===== src/rtl/controlador_entrada_senha_pkg.sv =====
// Shared items for the password-entry controller: password packet, key codes and FSM states.
package controlador_entrada_senha_pkg;

    localparam int unsigned SENHA_DIGITOS = 20;

    localparam logic [3:0] TECLA_CONFIRMA = 4'hA;
    localparam logic [3:0] TECLA_NULA     = 4'hF;

    // digits[0] holds the most recently typed digit
    typedef struct packed {
        logic [SENHA_DIGITOS-1:0][3:0] digits;
    } senhaPac_t;

    typedef enum logic [1:0] {
        OCIOSO,
        COLETA,
        ENVIA
    } estado_t;

    function automatic logic eh_digito(input logic [3:0] tecla);
        return tecla <= 4'd9;
    endfunction

endpackage


===== src/rtl/controlador_entrada_senha_registrador_senha.sv =====
// Password shift buffer with saturating digit counter; clear takes priority over shift.
module registrador_senha
    import controlador_entrada_senha_pkg::*;
#(
    parameter int unsigned MAX_DIGITOS = SENHA_DIGITOS,
    parameter int unsigned CW          = $clog2(MAX_DIGITOS + 1)
) (
    input  logic          clk,
    input  logic          rst,
    input  logic          shift_in,
    input  logic          clear,
    input  logic [3:0]    digit,
    output senhaPac_t     digits,
    output logic [CW-1:0] count
);

    senhaPac_t     digits_q, digits_d;
    logic [CW-1:0] count_q, count_d;

    always_comb begin
        digits_d = digits_q;
        count_d  = count_q;
        if (clear) begin
            // all-ones fill marks every slot as TECLA_NULA
            digits_d = '1;
            count_d  = '0;
        end else if (shift_in) begin
            digits_d.digits = {digits_q.digits[SENHA_DIGITOS-2:0], digit};
            if (count_q != CW'(MAX_DIGITOS)) begin
                count_d = count_q + 1'b1;
            end
        end
    end

    always_ff @(posedge clk) begin
        if (rst) begin
            digits_q <= '1;
            count_q  <= '0;
        end else begin
            digits_q <= digits_d;
            count_q  <= count_d;
        end
    end

    assign digits = digits_q;
    assign count  = count_q;

endmodule


===== src/rtl/controlador_entrada_senha.sv =====
// Keypad password-entry controller between the key decoder and the lock FSM.
// Optional inactivity timeout built only when SENHA_TIMEOUT_EN is defined.
module controlador_entrada_senha
    import controlador_entrada_senha_pkg::*;
#(
    parameter int unsigned MAX_DIGITOS    = SENHA_DIGITOS,
    parameter int unsigned MIN_DIGITOS    = 4,
    parameter int unsigned TIMEOUT_CICLOS = 5000
) (
    input  logic                               clk,
    input  logic                               rst,
    input  logic                               habilitar,
    input  logic                               tecla_valid,
    input  logic [3:0]                         tecla_value,
    output logic                               dec_enable,
    output senhaPac_t                          senha_value,
    output logic                               senha_valid,
    output logic [$clog2(MAX_DIGITOS+1)-1:0]   num_digitos,
    output logic                               erro_curta,
    output logic                               timeout_pulse
);

    localparam int unsigned CW = $clog2(MAX_DIGITOS + 1);

    if (MAX_DIGITOS != SENHA_DIGITOS || MIN_DIGITOS == 0 || MIN_DIGITOS > MAX_DIGITOS ||
        TIMEOUT_CICLOS < 2) begin : g_param_invalido
        $error("controlador_entrada_senha: inconsistent parameters");
    end

    estado_t       estado_q, estado_d;
    logic          tecla_valid_q;
    logic          senha_valid_q, senha_valid_d;
    logic          erro_curta_q, erro_curta_d;
    senhaPac_t     senha_value_q, senha_value_d;
    logic          evento;
    logic          shift_in, clear;
    logic          timeout_hit;
    senhaPac_t     buffer;
    logic [CW-1:0] contagem;

    assign evento = tecla_valid & ~tecla_valid_q;

    registrador_senha #(
        .MAX_DIGITOS (MAX_DIGITOS),
        .CW          (CW)
    ) u_registrador (
        .clk      (clk),
        .rst      (rst),
        .shift_in (shift_in),
        .clear    (clear),
        .digit    (tecla_value),
        .digits   (buffer),
        .count    (contagem)
    );

    always_comb begin
        estado_d      = estado_q;
        shift_in      = 1'b0;
        clear         = 1'b0;
        senha_valid_d = 1'b0;
        erro_curta_d  = 1'b0;
        senha_value_d = senha_value_q;
        case (estado_q)
            OCIOSO: begin
                if (habilitar) estado_d = COLETA;
            end
            COLETA: begin
                // habilitar falling outranks a key edge; a key edge outranks the timeout
                if (!habilitar) begin
                    estado_d = OCIOSO;
                    clear    = 1'b1;
                end else if (evento) begin
                    if (eh_digito(tecla_value)) begin
                        shift_in = 1'b1;
                    end else if (tecla_value == TECLA_CONFIRMA && contagem != '0) begin
                        if (contagem < CW'(MIN_DIGITOS)) begin
                            erro_curta_d = 1'b1;
                            clear        = 1'b1;
                        end else begin
                            estado_d      = ENVIA;
                            senha_valid_d = 1'b1;
                            senha_value_d = buffer;
                        end
                    end
                end else if (timeout_hit) begin
                    clear = 1'b1;
                end
            end
            ENVIA: begin
                clear    = 1'b1;
                estado_d = habilitar ? COLETA : OCIOSO;
            end
            default: begin
                estado_d = OCIOSO;
                clear    = 1'b1;
            end
        endcase
    end

    always_ff @(posedge clk) begin
        if (rst) begin
            estado_q      <= OCIOSO;
            tecla_valid_q <= 1'b0;
            senha_valid_q <= 1'b0;
            erro_curta_q  <= 1'b0;
            senha_value_q <= '1;
        end else begin
            estado_q      <= estado_d;
            tecla_valid_q <= tecla_valid;
            senha_valid_q <= senha_valid_d;
            erro_curta_q  <= erro_curta_d;
            senha_value_q <= senha_value_d;
        end
    end

`ifdef SENHA_TIMEOUT_EN
    localparam int unsigned IW = $clog2(TIMEOUT_CICLOS);

    logic [IW-1:0] ocioso_q, ocioso_d;
    logic          timeout_q;

    assign timeout_hit = (estado_q == COLETA) && habilitar && !evento && (contagem != '0) &&
                         (ocioso_q == IW'(TIMEOUT_CICLOS - 1));

    always_comb begin
        ocioso_d = ocioso_q;
        if (estado_q != COLETA || contagem == '0 || evento || timeout_hit) begin
            ocioso_d = '0;
        end else if (ocioso_q != '1) begin
            ocioso_d = ocioso_q + 1'b1;
        end
    end

    always_ff @(posedge clk) begin
        if (rst) begin
            ocioso_q  <= '0;
            timeout_q <= 1'b0;
        end else begin
            ocioso_q  <= ocioso_d;
            timeout_q <= timeout_hit;
        end
    end

    assign timeout_pulse = timeout_q;
`else
    assign timeout_hit   = 1'b0;
    assign timeout_pulse = 1'b0;
`endif

    assign dec_enable  = (estado_q != OCIOSO);
    assign senha_value = senha_value_q;
    assign senha_valid = senha_valid_q;
    assign erro_curta  = erro_curta_q;
    assign num_digitos = contagem;

endmodule

===== config.mk =====
export PLATFORM = sky130hd
export DESIGN_NAME = controlador_entrada_senha
export DESIGN_NICKNAME = d
export VERILOG_FILES = /design/src/rtl/controlador_entrada_senha_pkg.sv /design/src/rtl/controlador_entrada_senha_registrador_senha.sv /design/src/rtl/controlador_entrada_senha.sv
export SDC_FILE = /design/constraint.sdc
export NUM_CORES = 1
export LEC_CHECK = 0
export ABC_AREA = 1
export BUFFER_PORTS_ARGS = -buffer_cell sky130_fd_sc_hd__buf_2
export CELL_PAD_IN_SITES_DETAIL_PLACEMENT = 0
export CELL_PAD_IN_SITES_GLOBAL_PLACEMENT = 2
export CORE_ASPECT_RATIO = 0.7
export CORE_MARGIN = 2
export CORE_UTILIZATION = 30
export CTS_CLUSTER_SIZE = 14
export DETAILED_ROUTE_END_ITERATION = 12
export MAX_ROUTING_LAYER = met4
export PLACE_DENSITY = 0.82
export SYNTH_ARGS = -nofsm -noshare
export SYNTH_HDL_FRONTEND = slang
export SYNTH_SLANG_ARGS = --single-unit

===== constraint.sdc =====
create_clock -name clk -period 1.5 [get_ports clk]
set_clock_uncertainty 0.15 [all_clocks]
set_input_delay 0.075 -clock clk [delete_from_list [all_inputs] [get_ports clk]]
set_output_delay 0.075 -clock clk [all_outputs]
set_load 0.01 [all_outputs]

### Word-level counts from Yosys, hierarchy flattened

Index checks and enable logic that the tools add are counted.
Widths: inputs -> output; s select.

| storage, ports and cells | value |
|---|---|
| flip-flop bits (word level) | 170 |
| RAM bits | 0 |
| latch bits | 0 |
| memory bits (read-only) | 0 |
| memories | 0 |

| cells by class | value |
|---|---|
| bitwise gates (word level) | 8 |
| $lt $le $gt $ge | 2 |
| divide/modulo/power cells | 0 |
| reduce and logical (&&, ||, !) cells | 10 |
| mux-type cells | 19 |
| add/sub/neg operators | 1 |
| shifts and indexed selects | 0 |
| eq/ne operators | 9 |
| multiply operators | 0 |

Operators with widths:

| kind | number |
|---|---|
| $mux 2 | 6 |
| $ne 3x3->1 const B | 4 |
| $mux 1 | 11 |
| $not 1->1 | 7 |
| $pmux 2 s3 | 1 |
| $reduce_and 6->1 | 1 |
| $reduce_or 6->1 | 1 |
| $add 5x1->5 const B | 1 |
| $lt 5x3->1 const B | 1 |
| $ne 5x5->1 const B | 1 |
| $reduce_and 5->1 | 1 |
| $reduce_bool 5->1 | 1 |
| $eq 4x4->1 const B | 1 |
| $le 4x4->1 const B | 1 |
| $reduce_or 3->1 | 1 |
| $eq 2x1->1 const B | 1 |
| $eq 2x2->1 const B | 1 |
| $logic_not 2->1 | 1 |
| $ne 2x2->1 const B | 1 |
| $pmux 1 s2 | 1 |
| $reduce_and 2->1 | 1 |
| $reduce_bool 2->1 | 1 |
| $reduce_or 2->1 | 1 |
| $and 1x1->1 | 1 |
| $logic_and 1x1->1 | 1 |

### Logic depth before layout (Yosys ltp)

Gate-level depths: netlist of the first run.

| depth | value |
|---|---|
| word-level depth | 8 |
| depth in mapped cells | 9 |
| mapped depth without buffers | 8 |

### Hierarchy

A second synthesis of the first run with hierarchy kept.

| unflattened totals | value |
|---|---|
| cell total of the unflattened synthesis | 792 |
| area total of the unflattened synthesis | 6286.0 um^2 |

By module, submodules not included:

| module | cells each | area each (um^2) | instances |
|---|---|---|---|
| controlador_entrada_senha | 401 | 3238.1 | 1 |
| registrador_senha | 391 | 3047.9 | 1 |

### Least setup slack after synthesis of the first run

OpenSTA, ideal clock, no wires.

| timing path | value |
|---|---|
| path type | reg2reg |
| start point | register u_registrador.count_q[2] (netlist: u_registrador.count[2]) |
| end point | register senha_value_q, in the netlist senha_value[0] |
| required time | 1.216 ns |
| clock period less this slack | 1.704 ns |
| library setup time | 0.134 ns |
| cell stages (with the launch flop) | 10 |
| arrival time | 1.420 ns |
| path slack | -0.204 ns |
| cell sequence | dfxtp_1 buf_2 nor2_1 nand2_1 nand2_1 nor3_4 nand2_1 buf_2 nand2_1 nand3_1 |

| between the ends | value |
|---|---|
| cells in the longest elaborated chain, start to end | 3 |
| elaborated cells on any way between the ends | 5 |
| those cells by class | order compare: 1; bitwise: 1; reduce/logical: 3 |

Ends and longest elaborated chain:

| element | line | RTL |
|---|---|---|
| start: declaration | controlador_entrada_senha_registrador_senha.sv:18 | `logic [CW-1:0] count_q, count_d;` |
| start signal: assignment | controlador_entrada_senha_registrador_senha.sv:41 | `count_q <= count_d;` |
| $lt 5x3->1 or $reduce_bool 5->1 (tied branches) | controlador_entrada_senha.sv:76, controlador_entrada_senha.sv:75 |  |
| $not 1->1 (no source line) or $logic_and 1x1->1 (tied branches) | n/a |  |
| $reduce_and 6->1 (no source line) (*) | n/a |  |
| end signal: assignment | controlador_entrada_senha.sv:112 | `senha_value_q <= senha_value_d;` |
| end: declaration | controlador_entrada_senha.sv:34 | `senhaPac_t senha_value_q, senha_value_d;` |

Mark *: on every way between the ends. The rest lies on a longest branch, timed or not.
A chain may end at the register's enable or synchronous reset.

### Worst setup path after layout of the first run

| timing path | value |
|---|---|
| start point | register u_registrador.count_q[3] (netlist: u_registrador.count[3]) |
| end point | register senha_value_q, in the netlist senha_value[40] |

The elaborated chain is that of the path after synthesis.

==> results of run 1 <==
==> state kept, by name (all words and copies together), names as in the netlist <==
signal	flops
senha_value	80
u_registrador.digits	80
u_registrador.count	5
estado_q	2
erro_curta	1
senha_valid	1
tecla_valid_q	1
==> stage by stage <==
stage          total power, mW  hold slack (ns)  setup WS [ns]
2_1_floorplan             4.96         -0.00382         -0.151
3_3_place_gp              5.14            0.144         -0.175
5_1_grt                   10.5           0.0874         -0.281
3_5_place_dp              5.14            0.149         -0.201
4_1_cts                   10.2           -0.104         -0.120
6_report                  10.1           0.0663         -0.182
==> logic make-up after synthesis <==
| logic type | Yosys count |
|---|---|
| buffers and inverters | 94 |
| flip-flops | 170 |
| AO/OA/AOI/OAI | 9 |
| AND/OR/NAND/NOR | 606 |
| XOR/XNOR | 2 |
| other | 1 |
| adder cells (fa/ha/maj) | 2 |
==> cell type report <==
cell class / count / area [sq um] / area share
inverter: 19 / 73.8 / 0.00722
multi-input combinational: 621 / 3710 / 0.363
clock inverter: 15 / 236 / 0.0231
sequential: 170 / 3410 / 0.334
clock buffer: 17 / 425 / 0.0416
timing repair buffer: 192 / 2010 / 0.196
tap: 288 / 360 / 0.0353
==> path summary, 6_finish.rpt <==
| kind | start | to | slack, ns | depth (start not counted) |
|---|---|---|---|---|
| max | u_registrador.count[3] | senha_value[40] | -0.18 | 9 |
| min | tecla_value[0] | erro_curta | 0.07 | 7 |
| max reg2reg | u_registrador.count[3] | senha_value[40] | -0.18 | 9 |
| min reg2reg | senha_value[35] | senha_value[35] | 0.30 | 2 |
==> metal layers <==
metal,vias up,wire (microns)
met5,-,0
met4,0,140
met3,12,1290
met2,169,9570
met1,3076,11700
li1,3239,-
==> where the power goes <==
| group | switching [mW] | internal (mW) | total, mW |
|---|---|---|---|
| clock | 2.01 | 3.00 | 5.01 |
| combinational | 0.306 | 0.208 | 0.514 |
| sequential | 0.0457 | 4.56 | 4.60 |
| total | 2.36 | 7.76 | 10.1 |
==> critical path, cell delays in order (launching register included) <==
cell and delay (ns):
dfxtp_2 0.33, inv_2 0.04, nand2_2 0.10, nand2_2 0.08
nor3_4 0.21, buf_6 0.17, nand2_8 0.13, clkbuf_16 0.21
nand2_1 0.06, nand3_1 0.06
==> timing repair <==
action,CTS,global route
buffers inserted,12,1
pin swaps,8,16
hold buffers,7,1
hold endpoints to repair,31,1
gates cloned,8,17
setup endpoints to repair,166,166
resized for setup,90,94
==> cell usage in the layout, fill, tap and decap left out, types with 10 or more instances in the layout <==
master and instances:
buf_4 32, clkbuf_16 30, nand3_1 170, nand2_1 213, nor2_1 11, dfxtp_1 164, nand3_2 63, buf_12 29
nand2_2 34, nand3b_1 80, nand3_4 10, inv_1 12, buf_2 94, nand2_4 11
==> summary.txt, run 1 <==
Clock tree
  – CTS tree: done
  – Clock slew at reported path FFs: 0.07 ns
  – Insertion delay to the later sink of the worst-skew pair: 0.44 ns
  – CTS buffer count: 17
  – Root Buffer: clkbuf_16
  – TritonCTS Sinks: 170
  – Clock Path Buffers: 2
  – H-tree depth: 4

Global route
  – Gr usage total: 0.184
  – GRT overflow: 0
  – M3 GR Usage: 0.0396
  – Initial antenna violation count: 0
  – Gr busiest metal: met2
  – Maximum number of pins on one net before global-route repair: 56
  – Met1 usage: 0.260
  – First-pass GRT wire length: 33.3 mm
  – Vias in the first global route: 6126
  – Met2 Resource Use GR: 0.270

Logic synthesis
  – Synth cell types: 25
  – Ys async rst share: 0
  – Top cell type's share of synthesized area: 0.500
  – Syn Inst Count: 884
  – Post-Synth Simple-Gate Area: 0.428
  – Warnings from Yosys: 0
  – Syn avg cell area: 7.70 sq um
  – Synth Area in Compound Gates: 0.00698
  – XOR/XNOR Fraction of Synth Area: 0.00257
  – Post-Synth Adder-Cell Area: 0.00368
  – Post-synth EDFFs: 0
  – Synth area leaders: dfxtp_1 50%, nand3_1 18%, nand2_1 14%
  – Ranking of synthesized cells by instance count: 258 x nand2_1, 242 x nand3_1, 170 x dfxtp_1
  – #FFs+latches synth: 170
  – Seq/Total Area, Yosys: 0.500
  – Cell taking the most area after synthesis: dfxtp_1
  – Cell area after synthesis: 6810 sq um
  – Syn nets: 894
  – Top-count cell post-synth: nand2_1
  – Mux cell area share after synthesis: 0
  – Top FF cell, synth: dfxtp_1
  – Main combinational cell family by area after synthesis: simple AND/OR/NAND/NOR gates

STA
  – Slew Limit Fails: 0
  – Setup TNS: -22.50 ns
  – RSZ-0062 raised after global routing: yes
  – Setup Viol. Count Final: 165
  – FMAX: 595 MHz
  – Final critical-path share of the clock period: 1.12
  – Final Hold Fails: 0
  – Post-route setup slack: -0.182 ns
  – Final Critical Period: 1.68 ns

Setup path
  – Required time worst endpoint: 1.66 ns
  – Crit path DAT: 1.85 ns
  – Startpoint class of the critical path: flop
  – CP Max Fanout: 8
  – CP Class: flop to flop
  – CP endpoint kind: flop

Power
  – P per Cell Area: 990 nW/um^2
  – Peak supply drop: 746 uV
  – Leakage Power: 4.37 nW

Floorplanning
  – Die height: 130 microns
  – Die Area: 23900 sq um
  – Row Count: 46
  – Die width: 184 microns
  – Core box area: 22400 sq um
  – I/O pin count: 97
  – Starting density of the core: 0.303

Cells and area
  – Area grow syn2layout: 50.2%
  – Layout cells sized above 1: 0.349
  – Antenna diodes: 0
  – Final net count: 1031
  – Fin cells: 1322
  – FILL cells: 2155
  – Post-layout util: 0.455
  – Post-route design area: 10200 sq um

Worst hold path
  – Hold crit path type: primary input to flop

Detailed routing
  – DR WL/cell: 17.2 microns
  – TritonRoute pass-1 iters: 5
  – Remaining DRCs: 0
  – Via-per-instance ratio: 4.91
  – Antenna Nets Post-Route: 0
  – DR iter-0 viols: 548
  – Vias: 6496
  – Routed WL: 22.7 mm

Placed design
  – DP Area: 8030 sq um
  – Placed insts: 1244
  – Post-DP HPWL: 11.9 mm
  – # port buffers: 95
  – GP Congestion: 0.755

Run
  – Max_cap viols: 0

Outcome
  – Status: complete, but fails checks
  – Violated checks: negative setup slack
No activity file was read; power rests on OpenSTA's default activity.
==> run 2, diff against run 1 <==
- CORE_UTILIZATION: 30 -> 31
- CTS_BUF_LIST: unset -> sky130_fd_sc_hd__clkbuf_8
- PLACE_DENSITY: 0.82 -> 0.84
==> summary.txt, run 2 (same netlist as run 1, synthesis figures left out) <==
Outcome
  – Status: complete, but fails checks
  – Violated checks: negative hold slack, negative setup slack

Clock tree
  – Insertion delay to the later sink of the worst-skew pair: 0.47 ns (+0.03 ns)
  – Hold Buf Count CTS: 7 (unchanged)
  – CTS tree: done
  – Root Buffer: clkbuf_8
  – TritonCTS Sinks: 170 (unchanged)
  – Clock slew at reported path FFs: 0.09 ns (+0.02 ns)
  – H-tree depth: 4 (unchanged)
  – CTS buffer count: 17 (unchanged)
  – Clock Path Buffers: 2 (unchanged)

Power
  – Peak supply drop: 603 uV (-19%)
  – P per Cell Area: 883 nW/um^2 (-11%)
  – Total Power: 8.40 mW (-17%)
  – Leakage Power: 4.16 nW (-4.7%)

Placed design
  – Post-DP HPWL: 12.1 mm (+1.4%)
  – DP Area: 8030 sq um (about the same)
  – Placement Setup Slack: -0.175 ns (+0.0254 ns)
  – GP Congestion: 0.801 (+6.2%)
  – Placed insts: 1240 (-0.32%)
  – # port buffers: 95 (unchanged)

Worst hold path
  – Hold crit path type: primary input to flop

Global route
  – First-pass GRT wire length: 32.5 mm (-2.3%)
  – Maximum number of pins on one net before global-route repair: 44 (-21%)
  – GRT overflow: 0 (unchanged)
  – Gr usage total: 0.182 (-0.00233)
  – Vias in the first global route: 5891 (-3.8%)
  – Initial antenna violation count: 0 (unchanged)

Cells and area
  – Antenna diodes: 0 (unchanged)
  – Post-layout util: 0.440 (-0.0157)
  – Layout cells sized above 1: 0.294 (-0.0547)
  – Most frequent cells in the layout: 227 x nand2_1, 210 x nand3_1, 164 x dfxtp_1
  – Most common cell after layout, fill and taps aside: nand2_1
  – FILL cells: 2203 (+2.2%)
  – Final net count: 1026 (-0.48%)
  – Fin cells: 1311 (-0.83%)
  – Post-route design area: 9510 sq um (-7.0%)
  – Area grow syn2layout: 39.6%

Setup path
  – CP endpoint kind: flop
  – Startpoint class of the critical path: flop
  – CP Class: flop to flop
  – Crit path DAT: 1.82 ns (-0.03 ns)
  – Required time worst endpoint: 1.70 ns (+0.04 ns)
  – Worst reg-to-reg setup slack: -0.13 ns (+0.06 ns)
  – CP Max Fanout: 14 (+6)

STA
  – Final Hold Fails: 64 (+64)
  – WHS: -0.0862 ns (-0.152 ns)
  – FMAX: 615 MHz (+3.5%)
  – RSZ-0062 raised after global routing: yes
  – Post-route setup slack: -0.125 ns (+0.0566 ns)
  – Setup Viol. Count Final: 162 (-1.8%)
  – Setup TNS: -15.19 ns (+7.32 ns)
  – Slew Limit Fails: 0 (unchanged)
  – Final Critical Period: 1.63 ns (-0.0566 ns)
  – Final critical-path share of the clock period: 1.08 (-0.0377)

Detailed routing
  – Vias: 6403 (-1.4%)
  – Routed WL: 21.1 mm (-6.8%)
  – Remaining DRCs: 0 (unchanged)
  – Via-per-instance ratio: 4.88 (-0.60%)
  – Antenna Nets Post-Route: 0 (unchanged)
  – DR iter-0 viols: 538 (-1.8%)
  – DR WL/cell: 16.1 microns (-6.1%)
  – TritonRoute pass-1 iters: 6 (+1)

Floorplanning
  – Starting density of the core: 0.315 (+0.0116)
  – Row Count: 45 (-2.2%)
  – Core box area: 21600 sq um (-3.7%)
  – I/O pin count: 97 (unchanged)
  – Die height: 128 microns (-1.6%)
  – Die Area: 23200 sq um (-3.1%)
  – Die width: 181 microns (-1.6%)

Run
  – Max_cap viols: 0 (unchanged)
-- run 2: cell types whose count changed in the layout (fill, tap and decap cells not counted), sizes merged --
cell,before,now
buf,171,172
bufbuf,0,2
bufinv,5,2
clkbuf,30,23
clkinv,5,3
clkinvlp,0,4
dlygate4sd3,8,7
inv,24,25
nand2,260,259
nand3,243,244
-- run 2: worst max-delay path, stage by stage, from the launching register on --
cell       delay (ns)
dfxtp_1          0.31
inv_1            0.06
nand2_2          0.06
nor2_2           0.09
nand2_2          0.07
nor3_4           0.15
buf_6            0.16
nand2_8          0.13
clkbuf_16        0.21
nand2_1          0.06
nand3_1          0.06
-- run 2: timing repair --
item | 4_1_cts | 5_1_grt
resized for setup | 71 | 62
hold endpoints to repair | 107 | 86
gates cloned | 9 | 7
pin swaps | 8 | 10
endpoints found under the setup margin | 166 | 166
buffers inserted | 15 | 2
-- run 2: report_power, final --
group | switching, mW | internal (mW) | total [mW]
Combinational | 0.300 | 0.217 | 0.517
Clock | 1.80 | 1.48 | 3.28
Sequential | 0.0420 | 4.55 | 4.60
Total | 2.14 | 6.25 | 8.40
-- run 2: area by class of cell --
type                       count  area, sq um  share of cell area
timing repair buffer         187         1850               0.195
sequential                   170         3410               0.359
clock inverter                15          150              0.0158
inverter                      19         73.8             0.00777
tap                          282          353              0.0371
clock buffer                  17          234              0.0246
multi-input combinational    621         3430               0.361
-- run 2: worst paths after layout --
kind | startpoint | end | depth (start not counted)
max | tecla_valid_q | senha_value[50] | 10
min reg2reg | senha_value[79] | senha_value[79] | 2
min | rst | u_registrador.digits[50] | 4
max reg2reg | tecla_valid_q | senha_value[50] | 10
-- run 2: metal layers --
layer | vias up | track usage | part of all wire
met5 | - | - | 0
met4 | 0 | 0.0459 | 0.011
met3 | 24 | 0.0395 | 0.047
met2 | 155 | 0.257 | 0.43
met1 | 3007 | 0.261 | 0.51
li1 | 3217 | - | -
